===== src/rtl/imm_extend_pipe_pkg.sv =====
// Shared opcode patterns, immediate format codes and size defaults
// for the ID-stage immediate extractor.
package imm_extend_pipe_pkg;

   localparam int WORD_DEF      = 64;
   localparam int INST_SIZE_DEF = 32;

   typedef enum logic [2:0] {
      IMM_FMT_NONE  = 3'd0,
      IMM_FMT_SHAMT = 3'd1,
      IMM_FMT_ALUI  = 3'd2,
      IMM_FMT_DMEM  = 3'd3,
      IMM_FMT_CBR   = 3'd4,
      IMM_FMT_BR    = 3'd5,
      IMM_FMT_MOVW  = 3'd6
   } imm_fmt_e;

   // Opcodes are matched on inst[31:21]; shorter opcodes use the top bits only
   localparam logic [9:0]  OP_LSLR  = 10'h34D;
   localparam logic [9:0]  OP_ADDI  = 10'h244;
   localparam logic [9:0]  OP_ANDI  = 10'h248;
   localparam logic [9:0]  OP_ORRI  = 10'h2C8;
   localparam logic [9:0]  OP_SUBI  = 10'h344;
   localparam logic [9:0]  OP_EORI  = 10'h348;
   localparam logic [9:0]  OP_SUBIS = 10'h3C4;
   localparam logic [10:0] OP_LDUR  = 11'h7C2;
   localparam logic [10:0] OP_STUR  = 11'h7C0;
   localparam logic [6:0]  OP_CBX   = 7'h5A;
   localparam logic [7:0]  OP_BCOND = 8'h54;
   localparam logic [5:0]  OP_B     = 6'h05;
   localparam logic [5:0]  OP_BL    = 6'h25;
   localparam logic [8:0]  OP_MOVZ  = 9'h1A5;
   localparam logic [8:0]  OP_MOVK  = 9'h1E5;

   function automatic logic is_shamt(input logic [10:0] op);
      return op[10:1] == OP_LSLR;
   endfunction

   function automatic logic is_alui(input logic [10:0] op);
      return (op[10:1] == OP_ADDI) || (op[10:1] == OP_ANDI) ||
             (op[10:1] == OP_ORRI) || (op[10:1] == OP_SUBI) ||
             (op[10:1] == OP_EORI) || (op[10:1] == OP_SUBIS);
   endfunction

   function automatic logic is_dmem(input logic [10:0] op);
      return (op == OP_LDUR) || (op == OP_STUR);
   endfunction

   function automatic logic is_cbr(input logic [10:0] op);
      return (op[10:4] == OP_CBX) || (op[10:3] == OP_BCOND);
   endfunction

   function automatic logic is_br(input logic [10:0] op);
      return (op[10:5] == OP_B) || (op[10:5] == OP_BL);
   endfunction

   function automatic logic is_movw(input logic [10:0] op);
      return (op[10:2] == OP_MOVZ) || (op[10:2] == OP_MOVK);
   endfunction

endpackage


===== src/rtl/imm_extend_pipe_decode.sv =====
// Combinational immediate classifier/extender: inst -> {fmt, imm}.
// Field layout and scaling are selected by parameters.
module imm_decode
   import imm_extend_pipe_pkg::*;
#(
   parameter int WORD          = WORD_DEF,
   parameter int INST_SIZE     = INST_SIZE_DEF,
   parameter int LEGACY_FIELDS = 1,
   parameter int SCALE_BRANCH  = 0,
   parameter int MOV_SHIFT     = 0
) (
   input  logic [INST_SIZE-1:0] inst_i,
   output imm_fmt_e             fmt_o,
   output logic [WORD-1:0]      imm_o
);

   logic [10:0]     op;
   logic [WORD-1:0] ext;

   assign op = inst_i[31:21];

   always_comb begin
      fmt_o = IMM_FMT_NONE;
      ext   = WORD'(inst_i);
      unique case (1'b1)
         is_shamt(op): begin
            fmt_o = IMM_FMT_SHAMT;
            ext   = WORD'($signed(inst_i[15:10]));
         end
         is_alui(op): begin
            fmt_o = IMM_FMT_ALUI;
            if (LEGACY_FIELDS != 0)
               ext = WORD'($signed(inst_i[20:10]));
            else
               ext = WORD'(inst_i[21:10]);
         end
         is_dmem(op): begin
            fmt_o = IMM_FMT_DMEM;
            ext   = WORD'($signed(inst_i[20:12]));
         end
         is_cbr(op): begin
            fmt_o = IMM_FMT_CBR;
            if (LEGACY_FIELDS != 0)
               ext = WORD'($signed(inst_i[20:5]));
            else
               ext = WORD'($signed(inst_i[23:5]));
         end
         is_br(op): begin
            fmt_o = IMM_FMT_BR;
            if (LEGACY_FIELDS != 0)
               ext = WORD'($signed(inst_i[20:0]));
            else
               ext = WORD'($signed(inst_i[25:0]));
         end
         is_movw(op): begin
            fmt_o = IMM_FMT_MOVW;
            ext   = WORD'(inst_i[20:5]);
            if (MOV_SHIFT != 0)
               ext = ext << {inst_i[22:21], 4'b0000};
         end
         default: ;
      endcase
   end

   // Branch scaling happens after extension so the sign is kept
   always_comb begin
      imm_o = ext;
      if ((SCALE_BRANCH != 0) &&
          ((fmt_o == IMM_FMT_CBR) || (fmt_o == IMM_FMT_BR)))
         imm_o = ext << 2;
   end

endmodule


===== src/rtl/imm_extend_pipe.sv =====
// Registered immediate extractor with a 2-entry skid buffer.
// Decode happens on the input side; buffers hold decoded entries.
module imm_extend_pipe
   import imm_extend_pipe_pkg::*;
#(
   parameter int WORD          = WORD_DEF,
   parameter int INST_SIZE     = INST_SIZE_DEF,
   parameter int LEGACY_FIELDS = 1,
   parameter int SCALE_BRANCH  = 0,
   parameter int MOV_SHIFT     = 0
) (
   input  logic                 clk,
   input  logic                 rst,
   input  logic                 flush,
   input  logic                 in_valid,
   output logic                 in_ready,
   input  logic [INST_SIZE-1:0] in_inst,
   output logic                 out_valid,
   input  logic                 out_ready,
   output logic [WORD-1:0]      out_imm,
   output logic [2:0]           out_fmt,
   output logic [INST_SIZE-1:0] out_inst
);

   if (INST_SIZE != 32) begin : g_bad_inst
      $error("imm_extend_pipe: INST_SIZE must be 32");
   end
   if ((WORD < 32) || (WORD > 128)) begin : g_bad_word
      $error("imm_extend_pipe: WORD must be 32..128");
   end

   typedef enum logic [1:0] {
      S_EMPTY = 2'd0,
      S_ONE   = 2'd1,
      S_FULL  = 2'd2
   } state_e;

   typedef struct packed {
      logic [WORD-1:0]      imm;
      imm_fmt_e             fmt;
      logic [INST_SIZE-1:0] inst;
   } entry_t;

   state_e   state_q;
   entry_t   out_q;
   entry_t   skid_q;
   entry_t   dec_d;
   imm_fmt_e dec_fmt;
   logic     in_hs;

   imm_decode #(
      .WORD          (WORD),
      .INST_SIZE     (INST_SIZE),
      .LEGACY_FIELDS (LEGACY_FIELDS),
      .SCALE_BRANCH  (SCALE_BRANCH),
      .MOV_SHIFT     (MOV_SHIFT)
   ) u_dec (
      .inst_i (in_inst),
      .fmt_o  (dec_fmt),
      .imm_o  (dec_d.imm)
   );

   assign dec_d.fmt  = dec_fmt;
   assign dec_d.inst = in_inst;

   assign in_ready = !rst && (state_q != S_FULL);
   assign in_hs    = in_valid && in_ready;

   always_ff @(posedge clk) begin
      if (rst) begin
         state_q <= S_EMPTY;
         out_q   <= '0;
      end else if (flush) begin
         state_q <= S_EMPTY;
      end else begin
         unique case (state_q)
            S_EMPTY: begin
               if (in_hs) begin
                  out_q   <= dec_d;
                  state_q <= S_ONE;
               end
            end
            S_ONE: begin
               if (in_hs && out_ready) begin
                  out_q <= dec_d;
               end else if (in_hs) begin
                  skid_q  <= dec_d;
                  state_q <= S_FULL;
               end else if (out_ready) begin
                  state_q <= S_EMPTY;
               end
            end
            S_FULL: begin
               if (out_ready) begin
                  out_q   <= skid_q;
                  state_q <= S_ONE;
               end
            end
            default: state_q <= S_EMPTY;
         endcase
      end
   end

   assign out_valid = (state_q != S_EMPTY);
   assign out_imm   = out_q.imm;
   assign out_fmt   = out_q.fmt;
   assign out_inst  = out_q.inst;

endmodule


===== config.mk =====
export PLATFORM = sky130hd
export DESIGN_NAME = imm_extend_pipe
export DESIGN_NICKNAME = d
export VERILOG_FILES = /design/src/rtl/imm_extend_pipe_pkg.sv /design/src/rtl/imm_extend_pipe_decode.sv /design/src/rtl/imm_extend_pipe.sv
export SDC_FILE = /design/constraint.sdc
export NUM_CORES = 1
export LEC_CHECK = 0
export BUFFER_PORTS_ARGS = -buffer_cell sky130_fd_sc_hd__buf_2
export CAP_MARGIN = 10
export CORE_MARGIN = 5
export CORE_UTILIZATION = 30
export DETAILED_ROUTE_END_ITERATION = 7
export GPL_ROUTABILITY_DRIVEN = 0
export PLACE_DENSITY = 0.52
export REMOVE_ABC_BUFFERS = 1
export SLEW_MARGIN = 5
export SYNTH_ARGS = -nofsm -noshare
export SYNTH_HDL_FRONTEND = slang
export SYNTH_SLANG_ARGS = --single-unit

===== constraint.sdc =====
create_clock -name clk -period 7.57 [get_ports clk]
set_input_delay 0.3785 -clock clk [delete_from_list [all_inputs] [get_ports clk]]
set_output_delay 0.3785 -clock clk [all_outputs]
set_load 0.01 [all_outputs]

# Yosys cells after proc, flatten, opt, wreduce, memory -nomap -nowiden
# Cells that the tools add are included.
# W data, S select, Z words.
[totals]
regBits = 200
input_bits = 37
output_inout_bits = 101
word_cells = 65
[op_classes]
n_eq_ne = 23
n_mux = 12
n_bitwise = 3
n_reduce_logical = 20
[ops]
columns = ["operator", "n"]
rows = [
  ["$pmux W64 S6", 1],
  ["$mux W99", 3],
  ["$pmux W99 S3", 1],
  ["$eq A10 B10 Y1 const B", 7],
  ["$eq A11 B11 Y1 const B", 2],
  ["$eq A9 B9 Y1 const B", 2],
  ["$pmux W3 S6", 1],
  ["$mux W2", 5],
  ["$ne A2 B2 Y1 const B", 5],
  ["$reduce_and A5 Y1", 2],
  ["$logic_or A1 B1 Y1", 9],
  ["$eq A8 B7 Y1 const B", 1],
  ["$eq A7 B7 Y1 const B", 1],
  ["$eq A6 B3 Y1 const B", 1],
  ["$eq A6 B6 Y1 const B", 1],
  ["$pmux W2 S3", 1],
  ["$reduce_and A4 Y1", 1],
  ["$logic_and A1 B1 Y1", 3],
  ["$ne A3 B3 Y1 const B", 1],
  ["$not A1 Y1", 3],
  ["$reduce_bool A3 Y1", 1],
  ["$eq A2 B1 Y1 const B", 1],
  ["$eq A2 B2 Y1 const B", 1],
  ["$logic_not A2 Y1", 1],
  ["3 further kinds", 3],
]

# Longest topological paths before layout
[depth]
ltp_word = 9
mapped_depth = 10
depth_no_buf = 6

# By module
# A second synthesis with hierarchy kept.
[hier_totals]
hier_cells = 723
hier_area_um2 = 9186.3
[modules_own_cells]
columns = ["mod", "instances", "cells_each", "area_each_um2", "seq_area_each_um2"]
rows = [
  ["imm_extend_pipe", 1, 592, 8139.1, 4994.8],
  ["imm_decode", 1, 131, 1047.3, 0.0],
]

# Least setup slack after synthesis
# No wires, ideal clock.
[synth_timing]
path_kind = "input -> register"
from = "input port rst"
to = "register skid_q[0] (netlist bit) (enable)"
setup_ps = 673
arrival_time_ps = 7162
t_required_ps = 6897
setup_slack_ps = -265
stages = 2
n_path_buf = 1
path_cell_list = "clkbuf_1 -> nor4_1"
[synth_between]
elab_chain_len = 6
word_cells_on_any_way = 7
classes_between = "bitwise (2); reduce/logical (5)"
[synth_rtl]
columns = ["element", "line_no", "source"]
rows = [
  ["start, declared", "imm_extend_pipe.sv:13", "input logic rst,"],
  ["$logic_not A1 Y1", "imm_extend_pipe.sv:66", "assign in_ready = !rst && (state_q != S_FULL);"],
  ["$logic_and A1 B1 Y1", "imm_extend_pipe.sv:66", ""],
  ["$logic_and A1 B1 Y1", "imm_extend_pipe.sv:67", "assign in_hs = in_valid && in_ready;"],
  ["$logic_and A1 B1 Y1", "imm_extend_pipe.sv:84", "if (in_hs && out_ready) begin"],
  ["$not A1 Y1 (no source line)", "n/a", ""],
  ["$reduce_and A5 Y1 (no source line) (*)", "n/a", ""],
  ["end signal, assigned", "imm_extend_pipe.sv:87", "skid_q <= dec_d;"],
  ["end, declared", "imm_extend_pipe.sv:46", "entry_t skid_q;"],
]
# Mark *: on every way between the ends. The rest lies on a longest branch, timed or not.
# A chain may end at the register's enable or synchronous reset.

# Worst setup path after layout
[layout_timing]
from = "register state_q[1]"
to = "register out_q (netlist bit out_imm[12])"
[layout_between]
elab_chain_len = 6
word_cells_on_any_way = 13
classes_between = "eq/ne (6); mux (1); reduce/logical (6)"
[layout_rtl]
columns = ["element", "line_no", "source"]
rows = [
  ["start, declared", "imm_extend_pipe.sv:44", "state_e state_q;"],
  ["start signal, assigned", "imm_extend_pipe.sv:71", "state_q <= S_EMPTY;"],
  ["start signal, assigned", "imm_extend_pipe.sv:74", "state_q <= S_EMPTY;"],
  ["start signal, assigned", "imm_extend_pipe.sv:80", "state_q <= S_ONE;"],
  ["$ne A2 B2 Y1", "imm_extend_pipe.sv:66", ""],
  ["$logic_and A1 B1 Y1", "imm_extend_pipe.sv:66", ""],
  ["$logic_and A1 B1 Y1", "imm_extend_pipe.sv:67", ""],
  ["$logic_and A1 B1 Y1", "imm_extend_pipe.sv:84", ""],
  ["$ne A2 B2 Y1 (no source line)", "n/a", ""],
  ["$reduce_and A5 Y1 (no source line)", "n/a", ""],
  ["end signal, assigned", "imm_extend_pipe.sv:95", "out_q <= skid_q;"],
  ["end, declared", "imm_extend_pipe.sv:45", "entry_t out_q;"],
]
# Several ways; a longest one is shown, not always the timed one.

==> metrics <==
Cell Area, Placed 0.00685 mm2; Tot GR Track Use 14.6%; largest net degree at the start of global routing 74; Post-Syn Instances 612; layout cells sized above 1 26.3%; grt total ovfl 0; critical path class reg -> reg; Slew headroom 21.6%; final net count 732; count of final max-slew check failures 0; Async SR Flop Fraction 0%; Design Area, Final 0.00748 mm2; Comb pwr share 8.2%; Worst-Skew Late Latency 0.42 ns; Root Buffer clkbuf_16; DR DRC count 0; dpl ws 3.98 ns; Synth cell types 53; vias per cell 5.22; crit end category flip-flop; Lkg Pwr 0.00310 uW; hold path startpoint in_inst[5]; Num CTS Buffers 17; total negative slack 0 ns; sw frac 22.3%; EDFF count, synth 68; reg-to-reg startpoint state_q[1]; f_max 0.277 GHz; Main synth FF type dfxtp_1; first-pass GRT wire length 27800 um; WL per Instance 18.0 um; Die Wd 154 um; P&R area growth vs syn 20.9%; PD cells 244 mW/mm2; DR iter-0 viols 274; final hold vios 0; cts repair resizes 0; switching pwr 408 uW; worst ir drop on vdd 152 uV; Vias 5101; max cap viols 0; syn_area_per_cell 10.1 um2; HP Class in -> reg; FF-to-FF path depth 9; #FFs+latches synth 138; Yosys Warn Count 0; period utilization 47.8%; crit path setup slack, layout 3.95 ns; Slew @ Worst Pin 1.17 ns; Seq/Total Area, Yosys 55.6%; Post-CTS Setup Bufs 0; CTS sink cnt 138; minimum clock period 3.62 ns; WHS 0.202 ns; depth of the CTS H-tree 4; Min-Delay Path Depth 1; chip height 154 um; Top-Level Pins 138; Netlist Area Pre-Place 0.00619 mm2; Pre-Repair DR Iteration Count 5; n_diodes 0; register share of total power 44.7%; required time of the critical path 7.82 ns; Initial Util 30.5%; Post-Layout Cell Count 978; status finished, final reports clean; site row count 52; Critical path origin state_q[1]; Crit Path Max Fanout 71; die area 0.0236 mm2; vias in the first global route 5035; # hold bufs at CTS 0; CP Data Arrival Time 3.87 ns; Clock Pin Slew Worst Setup and Hold Paths 0.06 ns; port buffer count 137; final setup fails 0; initial antenna violation count 2; RSZ-0062 raised after global routing no; clock skew 0.00743 ns; clock network fraction of total power 47.1%; design internal power 1420 uW; dpl cells 945; antenna-violating nets left 0; WL final 17600 um; maximum buffer depth of the clock tree 2; CTS tree yes; CP Launch Type flip-flop; half-perimeter wire length after placement 11200 um; Core ar. 0.0203 mm2
power by group through the flow:
stage | clock network [uW] | logic, uW | registers, uW
2_1_floorplan | 0 | 62.7 | 843
3_3_place_gp | 0 | 149 | 832
3_5_place_dp | 0 | 153 | 832
4_1_cts | 877 | 153 | 817
5_1_grt | 913 | 168 | 819
6_report | 860 | 151 | 817
Yosys cell counts, types with 2 or more instances:
library cell | n | share of area (%)
nand3b_1 | 2 | 0.24
buf_4 | 31 | 3.8
a41oi_1 | 5 | 0.71
nor3_2 | 2 | 0.32
buf_6 | 3 | 0.55
buf_2 | 2 | 0.16
edfxtp_1 | 68 | 33
a22o_1 | 5 | 0.71
nor4b_1 | 2 | 0.28
nor4bb_1 | 3 | 0.49
a22oi_1 | 14 | 1.7
nand2b_1 | 7 | 0.71
a31o_1 | 9 | 1.3
nand2_1 | 112 | 6.8
a311oi_1 | 35 | 5.0
a211o_1 | 2 | 0.28
o21bai_1 | 5 | 0.61
o21ai_0 | 9 | 0.73
nand4_1 | 2 | 0.20
dfxtp_1 | 70 | 23
and4_1 | 3 | 0.42
a211oi_1 | 9 | 1.1
a21o_1 | 17 | 2.1
a21oi_1 | 16 | 1.3
a221oi_1 | 5 | 0.71
or3_1 | 5 | 0.51
nand3_1 | 19 | 1.5
o21a_1 | 2 | 0.24
nor2b_1 | 2 | 0.20
clkbuf_1 | 45 | 2.7
a221o_1 | 14 | 2.3
inv_1 | 2 | 0.12
nor2_1 | 61 | 3.7
nor3_1 | 5 | 0.40
logic make-up (layout without fill, tap and decap cells):
kind of cell    after synthesis  count (layout)  synth area share [%]
compound gates              156             156                  20.0
buf+inv                      84             180                  7.38
flops                       138             138                  55.6
simple gates                234             234                  17.0
worst max-delay path, stage by stage, from the launching register on:
cell and delay, ns:
dfxtp_1 0.44, nor2b_4 0.17, buf_4 0.59, a32oi_1 0.23
nor2_4 0.12, buf_4 0.38, buf_4 0.64, nand2_1 0.11
nor3_1 0.47, a221oi_1 0.18
layout make-up:
| class | count | area [um2] |
|---|---|---|
| fillers | 2100 | 12800 |
| repair buffers | 146 | 757 |
| well taps | 270 | 338 |
| flip-flops and latches | 138 | 3440 |
| clock buffers | 24 | 502 |
| clock inverters | 8 | 115 |
| inverters | 2 | 7.51 |
| multi-input cells | 390 | 2320 |
cells in the final DEF (no fill, tap or decap), types with 3 or more instances in the layout:
cell	n
a211oi_1	9
a21o_1	17
a21oi_1	16
a221o_1	14
a221oi_1	5
a22o_1	5
a22oi_1	14
a311oi_1	35
a31o_1	9
a41oi_1	5
and4_1	3
buf_2	137
buf_4	8
bufinv_16	3
clkbuf_16	17
clkbuf_8	5
dfxtp_1	70
edfxtp_1	68
nand2_1	112
nand2b_1	6
nand3_1	19
nor2_1	60
nor3_1	5
nor4bb_1	3
o21ai_0	9
o21bai_1	5
or3_1	5
sequential cells by signal, summed over array words and instances, names as in the netlist:
register,count
state_q,2
out_imm,33
out_inst,32
out_fmt,3
skid_q,68
through the flow:
step                      power (uW)  utilization (%)
after floorplan                  906                -
after global placement           982             33.8
after detailed placement         985             33.8
after CTS                       1850             36.8
after global routing            1900             36.9
final                           1830             36.9
metal layers:
metal  GRT usage [%]  share of wire [%]
met1            19.2                 44
met2            23.8                 48
met3            4.22                7.4
met4            3.87               0.69
met5               0              0.080
worst paths after layout:
path	end	slack (ns)
max	out_imm[12]	3.95
min	skid_q[5]	0.20
max reg2reg	out_imm[12]	3.95
min reg2reg	out_fmt[0]	0.45
Note: power is estimated with default switching activity, not from simulation.
